### src/rtl/cache_dm_param.sv
// rtl/cache_dm_param.sv - parametrised direct-mapped write-through no-write-allocate cache
// Optional hit/miss statistics counters are enabled by defining CACHE_STATS_EN.
module cache_dm_param #(
  parameter int ADDR_W   = 32,
  parameter int DATA_W   = 32,
  parameter int INDEX_W  = 2,
  parameter int OFFSET_W = 2
) (
  input  logic              clk,
  input  logic              rst,
  input  logic [ADDR_W-1:0] addr,
  input  logic [DATA_W-1:0] wdata,
  input  logic              renable,
  input  logic              wenable,
  output logic [DATA_W-1:0] rdata,
  output logic              hit,
  output logic              stall,
  output logic [ADDR_W-1:0] mem_addr,
  output logic [DATA_W-1:0] mem_wdata,
  output logic              mem_renable,
  output logic              mem_wenable,
  input  logic [DATA_W-1:0] mem_rdata,
  input  logic              mem_ready
`ifdef CACHE_STATS_EN
  ,
  output logic [31:0]       hit_count,
  output logic [31:0]       miss_count
`endif
);

  localparam int TAG_W = ADDR_W - INDEX_W - OFFSET_W - 2;
  localparam int LINES = 1 << INDEX_W;
  localparam int WORDS = 1 << OFFSET_W;

  typedef enum logic [1:0] {IDLE, REFILL, WRITE} state_t;

  state_t state, state_next;

  logic [OFFSET_W-1:0] cnt;
  logic [LINES-1:0]    valid;
  logic [TAG_W-1:0]    tags  [LINES];
  logic [DATA_W-1:0]   words [LINES*WORDS];
  logic                store_done;

  logic [OFFSET_W-1:0] a_off;
  logic [INDEX_W-1:0]  a_idx;
  logic [TAG_W-1:0]    a_tag;
  logic                last_beat;
  logic                unused_addr_lsbs;

  assign a_off            = addr[OFFSET_W+1:2];
  assign a_idx            = addr[OFFSET_W+2 +: INDEX_W];
  assign a_tag            = addr[ADDR_W-1 -: TAG_W];
  assign unused_addr_lsbs = ^addr[1:0];
  assign last_beat        = (cnt == {OFFSET_W{1'b1}});

  assign hit   = valid[a_idx] && (tags[a_idx] == a_tag);
  assign rdata = words[{a_idx, a_off}];

  always_ff @(posedge clk) begin
    if (!rst) begin
      state <= IDLE;
    end else begin
      state <= state_next;
    end
  end

  // store_done marks the retire cycle of a store: the CPU still holds wenable
  // for this one cycle, and it must not launch a second memory write.
  always_comb begin
    state_next  = state;
    stall       = 1'b0;
    mem_addr    = '0;
    mem_wdata   = '0;
    mem_renable = 1'b0;
    mem_wenable = 1'b0;
    case (state)
      IDLE: begin
        if (wenable) begin
          if (!store_done) begin
            stall      = 1'b1;
            state_next = WRITE;
          end
        end else if (renable && !hit) begin
          stall      = 1'b1;
          state_next = REFILL;
        end
      end
      REFILL: begin
        stall       = 1'b1;
        mem_renable = 1'b1;
        mem_addr    = {a_tag, a_idx, cnt, 2'b00};
        if (mem_ready && last_beat) state_next = IDLE;
      end
      WRITE: begin
        stall       = 1'b1;
        mem_wenable = 1'b1;
        mem_addr    = {addr[ADDR_W-1:2], 2'b00};
        mem_wdata   = wdata;
        if (mem_ready) state_next = IDLE;
      end
      default: state_next = IDLE;
    endcase
  end

  // Valid is dropped when a refill starts and only set with the final beat,
  // so an aborted refill can never leave a partial line visible.
  always_ff @(posedge clk) begin
    if (!rst) begin
      cnt        <= '0;
      valid      <= '0;
      store_done <= 1'b0;
    end else begin
      store_done <= (state == WRITE) && mem_ready;
      case (state)
        IDLE: begin
          if (!wenable && renable && !hit) begin
            valid[a_idx] <= 1'b0;
            cnt          <= '0;
          end
        end
        REFILL: begin
          if (mem_ready) begin
            cnt <= cnt + 1'b1;
            if (last_beat) valid[a_idx] <= 1'b1;
          end
        end
        default: ;
      endcase
    end
  end

  always_ff @(posedge clk) begin
    if (rst) begin
      case (state)
        REFILL: begin
          if (mem_ready) begin
            words[{a_idx, cnt}] <= mem_rdata;
            if (last_beat) tags[a_idx] <= a_tag;
          end
        end
        WRITE: begin
          if (mem_ready && hit) words[{a_idx, a_off}] <= wdata;
        end
        default: ;
      endcase
    end
  end

`ifdef CACHE_STATS_EN
  always_ff @(posedge clk) begin
    if (!rst) begin
      hit_count  <= '0;
      miss_count <= '0;
    end else begin
      if (state == IDLE && renable && !wenable && hit && hit_count != 32'hFFFF_FFFF)
        hit_count <= hit_count + 32'd1;
      if (state == IDLE && state_next == REFILL && miss_count != 32'hFFFF_FFFF)
        miss_count <= miss_count + 32'd1;
    end
  end
`endif

endmodule

### config.mk
export PLATFORM = sky130hd
export DESIGN_NAME = cache_dm_param
export DESIGN_NICKNAME = d
export VERILOG_FILES = /design/src/rtl/cache_dm_param.sv
export SDC_FILE = /design/constraint.sdc
export NUM_CORES = 1
export LEC_CHECK = 0
export CELL_PAD_IN_SITES_DETAIL_PLACEMENT = 1
export CELL_PAD_IN_SITES_GLOBAL_PLACEMENT = 2
export CORE_ASPECT_RATIO = 0.7
export CORE_UTILIZATION = 46
export DETAILED_ROUTE_END_ITERATION = 8
export MAX_ROUTING_LAYER = met4
export PLACE_DENSITY = 0.83
export RECOVER_POWER = 100
export SETUP_SLACK_MARGIN = 0.1
export SLEW_MARGIN = 20
export SYNTH_ARGS = -nofsm -noshare
export SYNTH_HDL_FRONTEND = slang
export SYNTH_SLANG_ARGS = --single-unit
### constraint.sdc
create_clock -name clk -period 6.04 [get_ports clk]
set_clock_uncertainty 0.2 [all_clocks]
set_input_delay 1.208 -clock clk [delete_from_list [all_inputs] [get_ports clk]]
set_output_delay 1.208 -clock clk [all_outputs]
set_load 0.02 [all_outputs]
==> out/summary.md, run 1 <==
• 0 — number of antenna violations at the first check in global routing
• 0.175 GHz — maximum achievable frequency
• 4.63 ns — Required @ worst endpoint
• 1499 — # nets final
• 625 — number of storage elements in the synthesis netlist
• 0 — number of antenna diodes
• 53800 um^2 — Core Area
• 1149 — count of mapped cells out of synthesis
• 25200 um^2 — total standard cell area after synthesis
• 28400 um^2 — Placed Area
• false — setup repair after global routing missed its margin
• clkbuf_16 — clock tree root buffer cell
• 2 — count of H-tree levels built during CTS
• 0.279 ns — post-route worst hold slack
• 9.54 nW — Static Leakage
• 0.236 ns — worst setup slack after placement
• edfxtp_1 — most frequent cell after synthesis
• 0 — warning count from the yosys run
• 0.948 — crit share post-route
• 8.79 mW — overall power
• 295 nW/um^2 — total power divided by cell area
• 0.217 — switching fraction of total power
• 71 — # rows
• 0.762 — Final Wtd Congestion
• 1.92 ns — actual slew at the worst max-slew pin
• 0.742 — fraction of the yosys area taken by sequential cells
• 60.4 mm — final wirelength
• 625 — clock sink count
• 4726 — FILL cells
• input port — nature of the critical path startpoint
• 3 — deepest clock path buffer count
• 196 — buffers added on ports
• 0 — FFs w/ async S/R, synth
• 198 um — Die Ht
• edfxtp_1 — ys flop type
• 13300 — number of global-route vias before repair
• 55700 um^2 — Die ar.
• in2out — kind of critical path
• -0.280 — remaining max-slew budget at the tightest pin
• 64 — maximum number of pins on one net before global-route repair
• output pin — endpoint type of the worst setup path
• 282 um — chip width
• 0.227 — overall fraction of global-route tracks in use
• 27.9 um — post-detailed-route wirelength per cell
• 4.32 ns — Crit path arrival time
• 0.071 — combinational group share of total power
• 0 — Hold Fails Final Rpt
• 0.542 — fraction of power consumed by sequential logic
• yes — TritonCTS clock tree
• 0 — total congestion overflow after global routing
• 88.1 mm — first-pass GRT wire length
• 34.9 mm — detailed placement HPWL
• 0.315 ns — Setup WS post-layout
• 0 — detailed-route DRC error count
• 6.88 mW — P_int
• 0 — setup violators final
• max-capacitance violations, max-slew violations — failing checks
• 12500 — total number of vias
• 2165 — filler-free cell count of the finished design
• 0 — CTS Hold Bufs
• 0.735 — Yosys top cell area share
• 5 — number of search-and-repair iterations in the first detailed-routing pass
• reg2reg — min-delay worst type
• 2064 — instance count after placement with tap cells included
• 616 — number of flops mapped to enable cells by yosys
• 0.223 — share of post-route cells with drive strength above 1
• 0.554 — Core Util, Final
• 1129 — violation count after the first detailed-route iteration
• 5.72 ns — time the final worst path needs with I/O delays and setup
• 57 — number of buffers created by CTS
• 0.386 — Clock power frac
• 0.63 ns — clock network latency to the later pin of the worst-skew pair
• 21.9 um^2 — Mean Syn Cell Area
• 5 — Max-cap violations
• 0 ns — total negative setup slack
• 201 — num ports
• 147 — Final Slew Violations
• 0 — antenna violation net count after detailed routing
• finished with violations — run status
• 0 — PostCTS Resize Cnt
• 1.91 mW — NetSw
• 5.76 — vias per inst
• 18.5% — area growth from synthesis to layout
• 0.467 — initial core utilization
• 0.197 mV — maximum resistive drop on vdd
• edfxtp_1, mux4_2, and2_1 — commonest cells in the synthesized netlist
• 16 — highest fanout seen on the critical path
• edfxtp_1, mux4_2, mux2_4, and2_1, mux2i_1 — Synth area leaders
• 29800 um^2 — post-route cell area
• 0.06 ns — clock slew seen by the registers of the worst setup and hold paths
• 0 — buffer count from post-CTS setup fixing
• 52 — number of distinct standard cells referenced by the synthesized netlist
• edfxtp_1 — post-synthesis cell type with the largest combined area
[worst max-delay path, stage by stage]
cell and delay (ns):
clkbuf_4 0.34, mux4_2 0.57, xnor2_1 0.40, nand4_1 0.15, a2111o_1 0.36, nor4_4 0.33
or2_2 0.20, a211oi_1 0.08, dlygate4sd3_1 0.67
[sequential cells by signal, summed over array words and instances (netlist names), named ones only]
name        cells
cnt             2
state           2
store_done      1
tags          104
words         512
[layer usage]
layer	part of all wire	up-vias	routed length, um	track usage
li1	-	5278	-	-
met1	0.43	6723	26100	0.317
met2	0.50	379	30300	0.363
met3	0.050	80	3030	0.0296
met4	0.016	0	988	0.0487
met5	0	-	0	-
[placed cells by master (no fill, tap or decap), types with 5 or more instances in the layout]
cell             netlist  layout
mux2i_1               24      24
and2_1                60      40
clkbuf_1              31      26
xnor2_1               18      18
clkinv_2               0       9
nor2_4                 0      14
ha_1                   5       5
mux4_2               179     179
buf_12                 0       5
dfxtp_1                9       9
edfxtp_1             616     616
mux2_1                 0      33
and2_0                 0      20
clkbuf_16              0      57
inv_1                  8       9
nand4_1                8       8
clkdlybuf4s50_1        0      87
clkinv_1               0      11
nand2_1               20      21
buf_4                  5      16
nand2b_1               5       5
o21ai_0                8       9
nor2b_1                8       8
clkbuf_2               0      11
clkbuf_4               0      11
nor2_1                30      12
dlygate4sd3_1          0     105
[logic make-up (layout without fill, tap and decap cells)]
| group | Yosys count | in the layout | synth area share |
|---|---|---|---|
| compound gates | 40 | 40 | 0.0116 |
| xor+xnor | 22 | 22 | 0.00766 |
| simple gates | 149 | 149 | 0.0330 |
| fa+ha+maj | 5 | 5 | 0.00249 |
| other cells | 1 | 2 | 0.000149 |
| mux | 238 | 238 | 0.190 |
| flops | 625 | 625 | 0.742 |
| buf+inv | 69 | 354 | 0.0130 |
[power by group through the flow]
stage               combinational [mW]  clock [mW]  sequential (mW)
finish                           0.628        3.39             4.77
global route                     0.669        3.58             4.76
CTS                              0.668        3.46             4.76
detailed placement               0.663           0             4.86
global placement                 0.645           0             4.86
floorplan                        0.371           0             4.86
[final cells by class]
cell class	instances	area, um^2	share of cell area
sequential	625	18700	0.626
multi-input combinational	456	6160	0.207
timing repair buffer	244	2320	0.0779
clock buffer	75	1490	0.0501
tap	730	913	0.0306
clock inverter	26	220	0.00738
inverter	9	33.8	0.00113
[worst paths after layout]
path,from,end,slack (ns),depth (start not counted)
setup reg to reg,tags[2][12],words[9][11],1.06,10
setup / recovery,addr[4],stall,0.32,9
hold / removal,flop,flop,0.28,2
hold reg to reg,flop,flop,0.28,2
No activity file was read; power rests on OpenSTA's default activity.
==> run 2: changes to the inputs <==
--- a/config.mk
+++ b/config.mk
@@ -14,6 +14,7 @@
 export PLACE_DENSITY = 0.83
 export RECOVER_POWER = 100
 export SETUP_SLACK_MARGIN = 0.1
+export SKIP_LAST_GASP = 1
 export SLEW_MARGIN = 20
 export SYNTH_ARGS = -nofsm -noshare
 export SYNTH_HDL_FRONTEND = slang
==> results of run 2 <==
No change in the layout: final DEF, timing and power equal those of run 1.
